$ cat config.mk
export PLATFORM = sky130hd
export DESIGN_NAME = muldiv_sched
export DESIGN_NICKNAME = d
export VERILOG_FILES = /design/src/rtl/muldiv_sched.sv
export SDC_FILE = /design/constraint.sdc
export NUM_CORES = 1
export LEC_CHECK = 0
export ABC_AREA = 0
export BUFFER_PORTS_ARGS = -buffer_cell sky130_fd_sc_hd__buf_4
export CAP_MARGIN = 20
export CORE_AREA = 4 4 154 156
export DETAILED_ROUTE_END_ITERATION = 8
export DIE_AREA = 0 0 158 160
export PLACE_DENSITY = 0.56
export SYNTH_ARGS = -nofsm -noshare
export SYNTH_HDL_FRONTEND = slang
export SYNTH_SLANG_ARGS = --single-unit
$ cat constraint.sdc
create_clock -name clk -period 2.8 [get_ports clk]
set_input_delay 0.28 -clock clk [delete_from_list [all_inputs] [get_ports clk]]
set_output_delay 0.28 -clock clk [all_outputs]
set_load 0.02 [all_outputs]
$ cat src/rtl/muldiv_sched.sv
// Multiply/divide scheduler: sequences one mult/div from EX through an external
// multiplier/divider into HI/LO. Optional macro: MD_DIVZERO_BYPASS_EN.
module muldiv_sched (
  input  logic        clk,
  input  logic        resetn,
  input  logic        op_valid,
  input  logic [1:0]  op_sel,
  input  logic [31:0] src_a,
  input  logic [31:0] src_b,
  input  logic        annul,
  input  logic        pipe_hold,
  output logic        mul_signed,
  output logic [31:0] mul_ina,
  output logic [31:0] mul_inb,
  input  logic [63:0] mul_result,
  output logic        div_start,
  output logic        div_signed,
  output logic        div_annul,
  output logic [31:0] div_opdata1,
  output logic [31:0] div_opdata2,
  input  logic        div_ready,
  input  logic [63:0] div_result,
  output logic        stallreq,
  output logic        busy,
  output logic        hilo_we,
  output logic [31:0] hi_wdata,
  output logic [31:0] lo_wdata
);

  typedef enum logic [1:0] {S_IDLE, S_MUL, S_DIV, S_DONE} state_t;

  state_t      state, state_nxt;
  logic [63:0] result_q, result_nxt;
  logic        div_zero;

`ifdef MD_DIVZERO_BYPASS_EN
  assign div_zero = (src_b == '0);
`else
  assign div_zero = 1'b0;
`endif

  always_ff @(posedge clk or negedge resetn) begin
    if (!resetn) begin
      state    <= S_IDLE;
      result_q <= '0;
    end else begin
      state    <= state_nxt;
      result_q <= result_nxt;
    end
  end

  // All outputs are qualified by resetn so they drop the instant reset asserts.
  always_comb begin
    state_nxt   = state;
    result_nxt  = result_q;
    mul_signed  = 1'b0;
    mul_ina     = '0;
    mul_inb     = '0;
    div_start   = 1'b0;
    div_signed  = 1'b0;
    div_annul   = 1'b0;
    div_opdata1 = '0;
    div_opdata2 = '0;
    stallreq    = 1'b0;
    busy        = 1'b0;
    hilo_we     = 1'b0;
    hi_wdata    = '0;
    lo_wdata    = '0;
    if (resetn) begin
      busy = (state != S_IDLE);
      unique case (state)
        S_IDLE: begin
          stallreq = op_valid;
          if (op_valid && !annul) begin
            if (!op_sel[1]) begin
              mul_signed = (op_sel == 2'b00);
              mul_ina    = src_a;
              mul_inb    = src_b;
              state_nxt  = S_MUL;
            end else if (div_zero) begin
              result_nxt = {src_a, 32'hFFFF_FFFF};
              state_nxt  = S_DONE;
            end else begin
              div_start   = 1'b1;
              div_signed  = (op_sel == 2'b10);
              div_opdata1 = src_a;
              div_opdata2 = src_b;
              state_nxt   = S_DIV;
            end
          end
        end
        S_MUL: begin
          stallreq   = op_valid;
          mul_signed = (op_sel == 2'b00);
          mul_ina    = src_a;
          mul_inb    = src_b;
          if (annul) begin
            state_nxt = S_IDLE;
          end else begin
            result_nxt = mul_result;
            state_nxt  = S_DONE;
          end
        end
        S_DIV: begin
          stallreq    = op_valid;
          div_signed  = (op_sel == 2'b10);
          div_opdata1 = src_a;
          div_opdata2 = src_b;
          // annul wins over a coincident div_ready; the divider result is dropped
          if (annul) begin
            div_annul = 1'b1;
            state_nxt = S_IDLE;
          end else if (div_ready) begin
            result_nxt = div_result;
            state_nxt  = S_DONE;
          end else begin
            div_start = 1'b1;
          end
        end
        S_DONE: begin
          if (annul) begin
            state_nxt = S_IDLE;
          end else if (!pipe_hold) begin
            hilo_we   = 1'b1;
            hi_wdata  = result_q[63:32];
            lo_wdata  = result_q[31:0];
            state_nxt = S_IDLE;
          end
        end
        default: state_nxt = S_IDLE;
      endcase
    end
  end

endmodule
==> reports/metrics.cfg, run 1 <==
[global_route]
first_global_vias=5102
grt_max_degree=65
grt_pass1_wl_um=30800
antenna_found_initial=1
grt.total_usage_pct=15.7
overflow=0

[flow_run]
max-cap-violations=0

[timing]
max_freq_mhz=388
setup-tns-final_ns=0
hold_violations=0
drv_slew=0
slew-limit-headroom_pct=55.4
fin_worst_skew_ns=0.00403
rsz0062_at_grt=false
fin_crit_sh_pct=92.1
min_period_ns=2.58
setup_viol=0
worstMarginPinSlew_ns=0.668
setup_slack_ns=0.220

[clock_tree]
cts_buffers=9
clock_sinks=66
cts_tree=built
cts-root-buf=clkbuf_16
h-tree-depth=3
clock_latency_ns=0.33
post_cts_resized=1
cts_setup_buffers=0
clkTransAtPathRegs_ns=0.06
ctsHoldBuffers=0
cts.path.max_buffers=2

[yosys]
ys_ff_latch=66
syn_inst=502
syn-num-nets=707
synth_ff_type=dfrtp_1
synth_enable_flop_cells=0
synth_area_mm2=0.00509
yosysTopAreaCell=dfrtp_1
yosys_warnings=0
avgSynthCellArea_um2=10.1
synth-async-reset-ratio_pct=100
ys_seq_area_share_pct=32.4
synth.area.top_cells=dfrtp_1 (32%), mux2_4 (18%), mux2_2 (14%), and3_1 (8.3%), and2_1 (7.9%)
synthDistinctLibCells=32
synth_top_area_share_pct=32.4

[detailed_routing]
ant_nets=0
wirelength_um=21100
viasPerCell=4.25
drcViolationCount=0
vias=4968
routedWlPerCell_um=18.1
dr.first_iter.drc_count=299
first_pass_iters=4

[floorplan]
dieWidth_um=158
core-area_mm2=0.0224
pin_count=399
die_y_um=160
start_util_pct=22.8
die_area_mm2=0.0253
rows=55

[layout]
final.fill_count=2292
final_common_cell=buf_4
nNetsFinal=1082
stdcell_count=1168
drive_gt1_share_pct=63.2
final_cell_mix=buf_4 (407), and3_1 (68), dfrtp_1 (66), nor2_1 (65), mux2_2 (65)
area_growth_pct=68.7

[outcome]
outcome=finished clean

[setup_path]
cp.required_ns=2.52
path_class=reg -> out
crit_fanout=33
arrival_ns=2.30
worstSetupStartpointType=flop
cp-end-kind=output port

[place]
place.gp.congestion=0.829
hpwl_um=16900
dp.cells=1151
pre_cts_slack_ns=0.326
port_buffers=398

[power_and_ir_drop]
peakVddDrop_mv=0.331
power_frac_comb_pct=53.4
switching_share_pct=35.0
switchingPower_mw=2.18
power_frac_seq_pct=26.9
pwr-share-clk_pct=19.7
p_int_mw=4.05
p_per_area_mw_per_mm2=725
power.leakage_nw=4.60

[hold_path]
hold_path_class=in -> async

==> metal layers <==
metal / vias up / wire length [um] / GRT usage, %
met3: 14 / 1870 / 4.93
met1: 2323 / 8640 / 19.7
met4: 0 / 180 / 2.71
li1: 2454 / - / -
met2: 177 / 10400 / 26.6
met5: - / 0 / 0
==> layout make-up <==
cell class	instances	area [um^2]	share of cell area (%)
inverters	3	11.3	0.131
well taps	285	357	4.15
flip-flops and latches	66	1650	19.2
multi-input cells	388	3150	36.6
clock inverters	6	90.1	1.05
clock buffers	10	239	2.78
diodes	1	2.50	0.0291
repair buffers	409	3100	36.0
==> kinds of logic (layout without fill, tap and decap cells) <==
family / count (synthesis) / in the layout / share of synthesized area [%]
other cells: 0 / 1 / 0
buf+inv: 48 / 428 / 6.41
mux: 131 / 131 / 33.3
flops: 66 / 66 / 32.4
compound gates: 6 / 6 / 0.761
simple gates: 246 / 246 / 25.8
fa+ha+maj: 5 / 5 / 1.23
==> registers in the layout, summed over array words and instances (netlist names) <==
| name | cells |
|---|---|
| result_q | 64 |
| state | 2 |
==> power by group through the flow <==
stage	clock [mW]	combinational, mW	sequential [mW]
global route	1.33	3.57	1.75
finish	1.23	3.33	1.68
floorplan	0	2.37	1.60
global placement	0	3.33	1.67
detailed placement	0	3.35	1.68
CTS	1.28	3.38	1.68
==> worst max-delay path, stage by stage, from the launching register on <==
cell     delay, ns
dfrtp_1       0.40
inv_1         0.15
ha_1          0.29
and4b_1       0.37
or2_4         0.36
and3_1        0.24
buf_4         0.15
==> worst paths after layout <==
| path | start | endpoint | slack (ns) | cells past startpoint |
|---|---|---|---|---|
| setup reg to reg | state[0] | state[0] | 0.45 | 6 |
| max in group asynchronous | resetn | result_q[4] | 1.88 | 2 |
| min in group clk | mul_result[5] | result_q[5] | 0.31 | 3 |
| hold / removal | resetn | result_q[59] | 0.29 | 2 |
| hold reg to reg | result_q[52] | result_q[52] | 0.48 | 1 |
| setup / recovery | state[0] | div_opdata2[3] | 0.22 | 6 |
==> synth_stat cells (2+ instances only) <==
| cell type | n |
|---|---|
| a21oi_1 | 2 |
| and2_1 | 64 |
| and3_1 | 68 |
| buf_12 | 6 |
| buf_2 | 9 |
| buf_6 | 5 |
| clkbuf_1 | 25 |
| dfrtp_1 | 66 |
| ha_1 | 5 |
| inv_1 | 3 |
| mux2_1 | 5 |
| mux2_2 | 65 |
| mux2_4 | 60 |
| nand2_1 | 34 |
| nor2_1 | 66 |
| nor2b_1 | 3 |
==> stage by stage <==
stage          hold slack, ns  util [%]  power (mW)  area [um^2]
5_1_grt                 0.297      38.4        6.64         8590
4_1_cts                 0.284      38.4        6.34         8590
3_3_place_gp            0.459      36.9        5.00         8260
2_1_floorplan         -0.0156         -        3.97         5090
6_report                0.292      38.4        6.23         8590
3_5_place_dp            0.471      36.9        5.03         8260
Power figures use the tool's default switching activity.
==> run 2, diff against run 1 <==
Settings changed: CORE_AREA 4 4 154 156 to 4 4 153 155, DIE_AREA 0 0 158 160 to 0 0 157 159, PLACE_DENSITY 0.56 to 0.57.
==> run 2 against run 1 <==
Routed wire length up 1.7%. Clock skew up 0.0039 ns. Non-clock buffer count up 3. Final cell count down 0.26%. Sequential share of layout area down 0.13 points.
==> reports/metrics.cfg, run 2 (synthesis gave the netlist of run 1 again) <==
[setup_path]
crit_fanout=34
rr_startpoint=state[0]
cp-end-kind=output port
path_class=reg -> out
cp-endpoint=mul_inb[6]
rr_worst_depth=6
worstSetupStartpointType=flop
cp.required_ns=2.52
timing.rr.end=result_q[50]
r2r_slack_ns=0.57
startpoint=state[0]
arrival_ns=2.38

[layout]
final_common_cell=buf_4
final_cell_mix=buf_4 (410), and3_1 (68), dfrtp_1 (66), nor2_1 (65), mux2_2 (65)
reg_top3=result_q x64, state x2
drive_gt1_share_pct=63.3
nNetsFinal=1085
largest_register_ffs=64
max_flop_register=result_q
diodes=0
final_core_utilization_pct=39.7
area_growth_pct=69.8

[detailed_routing]
drcViolationCount=0
dr.first_iter.drc_count=245
vias=5027
first_pass_iters=4
wirelength_um=21500
routedWlPerCell_um=18.4
viasPerCell=4.32
ant_nets=0

[power_and_ir_drop]
finalPower_mw=6.43
p_int_mw=4.21
pwr-share-clk_pct=21.7
switchingPower_mw=2.22
peakVddDrop_mv=0.398
power_frac_seq_pct=26.0
switching_share_pct=34.5
power_frac_comb_pct=52.3
p_per_area_mw_per_mm2=743
power.leakage_nw=4.63

[timing]
drv_slew=0
fin_crit_sh_pct=95.1
setup_viol=0
setup-tns-final_ns=0
max_freq_mhz=375
setup_slack_ns=0.136
rsz0062_at_grt=false
fin_worst_skew_ns=0.00790
worstMarginPinSlew_ns=0.669
hold_ws_ns=0.105
hold_violations=0
slew-limit-headroom_pct=55.4
min_period_ns=2.66

[floorplan]
rows=54
start_util_pct=23.3
pin_count=399
die_area_mm2=0.0250
die_y_um=159
dieWidth_um=157
core-area_mm2=0.0218

[flow_run]
max-cap-violations=0

[clock_tree]
clkTransAtPathRegs_ns=0.06
ctsHoldBuffers=0
cts-root-buf=clkbuf_16
cts_setup_buffers=0
post_cts_resized=0
clock_sinks=66
h-tree-depth=3
cts_buffers=9
clock_latency_ns=0.33
cts.path.max_buffers=2
cts_tree=built

[outcome]
outcome=finished clean

[global_route]
grt_pass1_wl_um=31100
grt_max_degree=76
antenna_found_initial=1
first_global_vias=4993
grt.total_usage_pct=16.0
overflow=0

[place]
hpwl_um=17200
place.gp.congestion=0.838
port_buffers=398
pre_cts_slack_ns=0.530

[hold_path]
hold_path_class=in -> async

-- run 2: stage by stage --
step / instances / instance area, um^2
2_1_floorplan: 502 / 5090
6_report: 1165 / 8650
3_3_place_gp: 1149 / 8270
3_5_place_dp: 1149 / 8270
4_1_cts: 1165 / 8640
5_1_grt: 1165 / 8650
-- run 2: worst max-delay path, stage by stage, from the launching register on --
cell and delay [ns]:
dfrtp_1 0.41, inv_1 0.15, ha_1 0.30, nor2b_1 0.34, a21o_1 0.17, buf_4 0.29, and3_1 0.23, buf_4 0.15
-- run 2: how the worst min path moves through the flow --
stage                 startpoint      endpoint  slack [ns]  cells after the start
finish                    resetn      state[0]        0.10                      2
global route              resetn      state[0]        0.15                      2
CTS                       resetn      state[0]        0.11                      2
detailed placement  result_q[51]  result_q[51]        0.47                      1
global placement    result_q[50]  result_q[50]        0.46                      1
floorplan                 resetn   result_q[0]       -0.02                      0
-- run 2: per-layer routing --
layer | wire [um] | GRT usage (%)
met1 | 8700 | 19.7
met5 | 13 | 0
met4 | 252 | 3.43
met2 | 10600 | 27.2
met3 | 1960 | 5.41
-- run 2: power by group through the flow --
stage	clock network (mW)	registers, mW	logic [mW]
after global placement	0	1.67	3.35
final	1.40	1.67	3.36
after floorplan	0	1.60	2.37
after CTS	1.44	1.67	3.38
after detailed placement	0	1.68	3.37
after global routing	1.48	1.74	3.57
-- run 2: cell type report --
| cell class | count | area [um^2] |
|---|---|---|
| Fill cell | 2201 | 13200 |
| Multi-Input combinational cell | 388 | 3160 |
| Timing Repair Buffer | 412 | 3120 |
| Sequential cell | 66 | 1650 |
| Tap cell | 280 | 350 |
| Clock buffer | 10 | 229 |
| Clock inverter | 6 | 138 |
| Inverter | 3 | 11.3 |
==> run 3, diff against run 2 <==
Settings changed: CELL_PAD_IN_SITES_DETAIL_PLACEMENT from default to 0, CELL_PAD_IN_SITES_GLOBAL_PLACEMENT from default to 1, CORE_AREA 4 4 153 155 to 4 4 152 154, CTS_BUF_LIST from default to sky130_fd_sc_hd__clkbuf_16, DIE_AREA 0 0 157 159 to 0 0 156 158, PLACE_DENSITY 0.57 to 0.75.
==> run 3 against run 2 <==
Global-route usage down 1.5 points. Setup slack better by 0.11 ns. Via count down 1.3%. Die area shrank 1.3%. Clock-buffer cell count is 1 lower. Combinational power hardly changed. Total power decreased by 4.4%. Clock power is 19% lower. Register-to-register slack worse by 0.14 ns.
==> reports/metrics.cfg, run 3 (synthesis gave the netlist of run 1 again) <==
[detailed_routing]
first_pass_iters=4
dr.first_iter.drc_count=263
routedWlPerCell_um=16.9
wirelength_um=19700
viasPerCell=4.26
vias=4963
drcViolationCount=0
ant_nets=0

[setup_path]
worstSetupStartpointType=flop
cp.required_ns=2.52
cp-end-kind=output port
timing.rr.end=result_q[43]
r2r_slack_ns=0.43
rr_startpoint=state[1]
arrival_ns=2.27
crit_chain=inv_1 > ha_1 > and4b_1 > or2_4 > and3_1 > buf_4
slowest_delay_ns=0.40
critical_path.top_delay_family=simple AND/OR/NAND/NOR gates
path_class=reg -> out
crit_fanout=33
cpMaxStageDelayCell=dfrtp_1
rr_worst_depth=6
critPathBufInv=2

[hold_path]
hold_path_class=in -> async

[timing]
hold_ws_ns=0.00410
fin_worst_skew_ns=0.00445
slew-limit-headroom_pct=52.4
worstMarginPinSlew_ns=0.714
max_freq_mhz=392
hold_violations=0
min_period_ns=2.55
setup_slack_ns=0.250
setup_viol=0
drv_slew=0
setup-tns-final_ns=0
fin_crit_sh_pct=91.1
rsz0062_at_grt=false

[layout]
max_flop_register=result_q
nNetsFinal=1084
final_area_mm2=0.00863
final_core_utilization_pct=39.8
final_common_cell=buf_4
drive_gt1_share_pct=63.2
diodes=0
area_growth_pct=69.4
final.fill_count=2219
stdcell_count=1164
final_cell_mix=buf_4 (405), and3_1 (68), dfrtp_1 (66), nor2_1 (65), mux2_2 (65)
reg_top3=result_q x64, state x2
largest_register_ffs=64

[power_and_ir_drop]
switching_share_pct=35.6
p_per_area_mw_per_mm2=712
pwr-share-clk_pct=18.4
power.leakage_nw=4.61
finalPower_mw=6.15
peakVddDrop_mv=0.308
power_frac_comb_pct=54.4
p_int_mw=3.96
switchingPower_mw=2.19
power_frac_seq_pct=27.2

[floorplan]
die_y_um=158
rows=54
die_area_mm2=0.0246
pin_count=399
dieWidth_um=156
core-area_mm2=0.0217
start_util_pct=23.5

[clock_tree]
cts.path.max_buffers=2
h-tree-depth=3
ctsHoldBuffers=0
cts_setup_buffers=0
cts-root-buf=clkbuf_16
clock_sinks=66
clkTransAtPathRegs_ns=0.06
cts_tree=built
clock_latency_ns=0.33
cts_buffers=9

[place]
placed_area_mm2=0.00832
hpwl_um=15400
pre_cts_slack_ns=0.235
dp.cells=1148
place.gp.congestion=0.860
port_buffers=398

[global_route]
antenna_found_initial=0
grt_max_degree=138
grt_pass1_wl_um=28500
first_global_vias=5052
grt.total_usage_pct=14.6
overflow=0

[outcome]
outcome=finished clean

[flow_run]
max-cap-violations=0

[run 3: power by group through the flow]
stage	registers (mW)	clock network (mW)	logic, mW
global placement	1.66	0	3.34
global route	1.74	1.23	3.59
detailed placement	1.67	0	3.36
CTS	1.67	1.18	3.38
floorplan	1.60	0	2.37
finish	1.67	1.13	3.34
[run 3: area by class of cell]
cell class / instances / area, um^2 / area share, %
inverter: 3 / 11.3 / 0.130
tap: 280 / 350 / 4.06
sequential: 66 / 1650 / 19.1
clock inverter: 7 / 76.3 / 0.884
multi-input combinational: 388 / 3160 / 36.6
clock buffer: 9 / 225 / 2.61
timing repair buffer: 411 / 3160 / 36.6
[run 3: how the worst max path moves through the flow]
stage,endpoint,slack [ns],depth (start not counted),from
3_3_place_gp,div_opdata1[4],0.39,6,state[0]
4_1_cts,mul_ina[9],0.04,7,state[0]
6_report,div_opdata2[18],0.25,6,state[0]
5_1_grt,div_opdata1[31],0.08,6,state[0]
3_5_place_dp,div_opdata1[9],0.24,6,state[1]
2_1_floorplan,div_signed,0.60,6,state[0]
[run 3: repair_timing]
action / 4_1_cts / 5_1_grt
endpoints found under the setup margin: 30 / 14
gates cloned: 0 / 0
gates resized for setup: 1 / 2
[run 3: worst register-to-register path, cell delays in order (launching register included)]
cell and delay (ns):
dfrtp_1 0.43, inv_1 0.12, ha_1 0.29, mux2i_1 0.16
nor3b_4 0.62, buf_4 0.33, mux2_4 0.32
[run 3: per-layer routing]
metal  vias up  share of wire, %  global-route usage, %
li1       2461                 -                      -
met1      2327                39                   17.7
met2       158                53                   25.7
met3        17               6.7                   3.80
met4         0               1.2                   3.50
met5         -                 0                      0
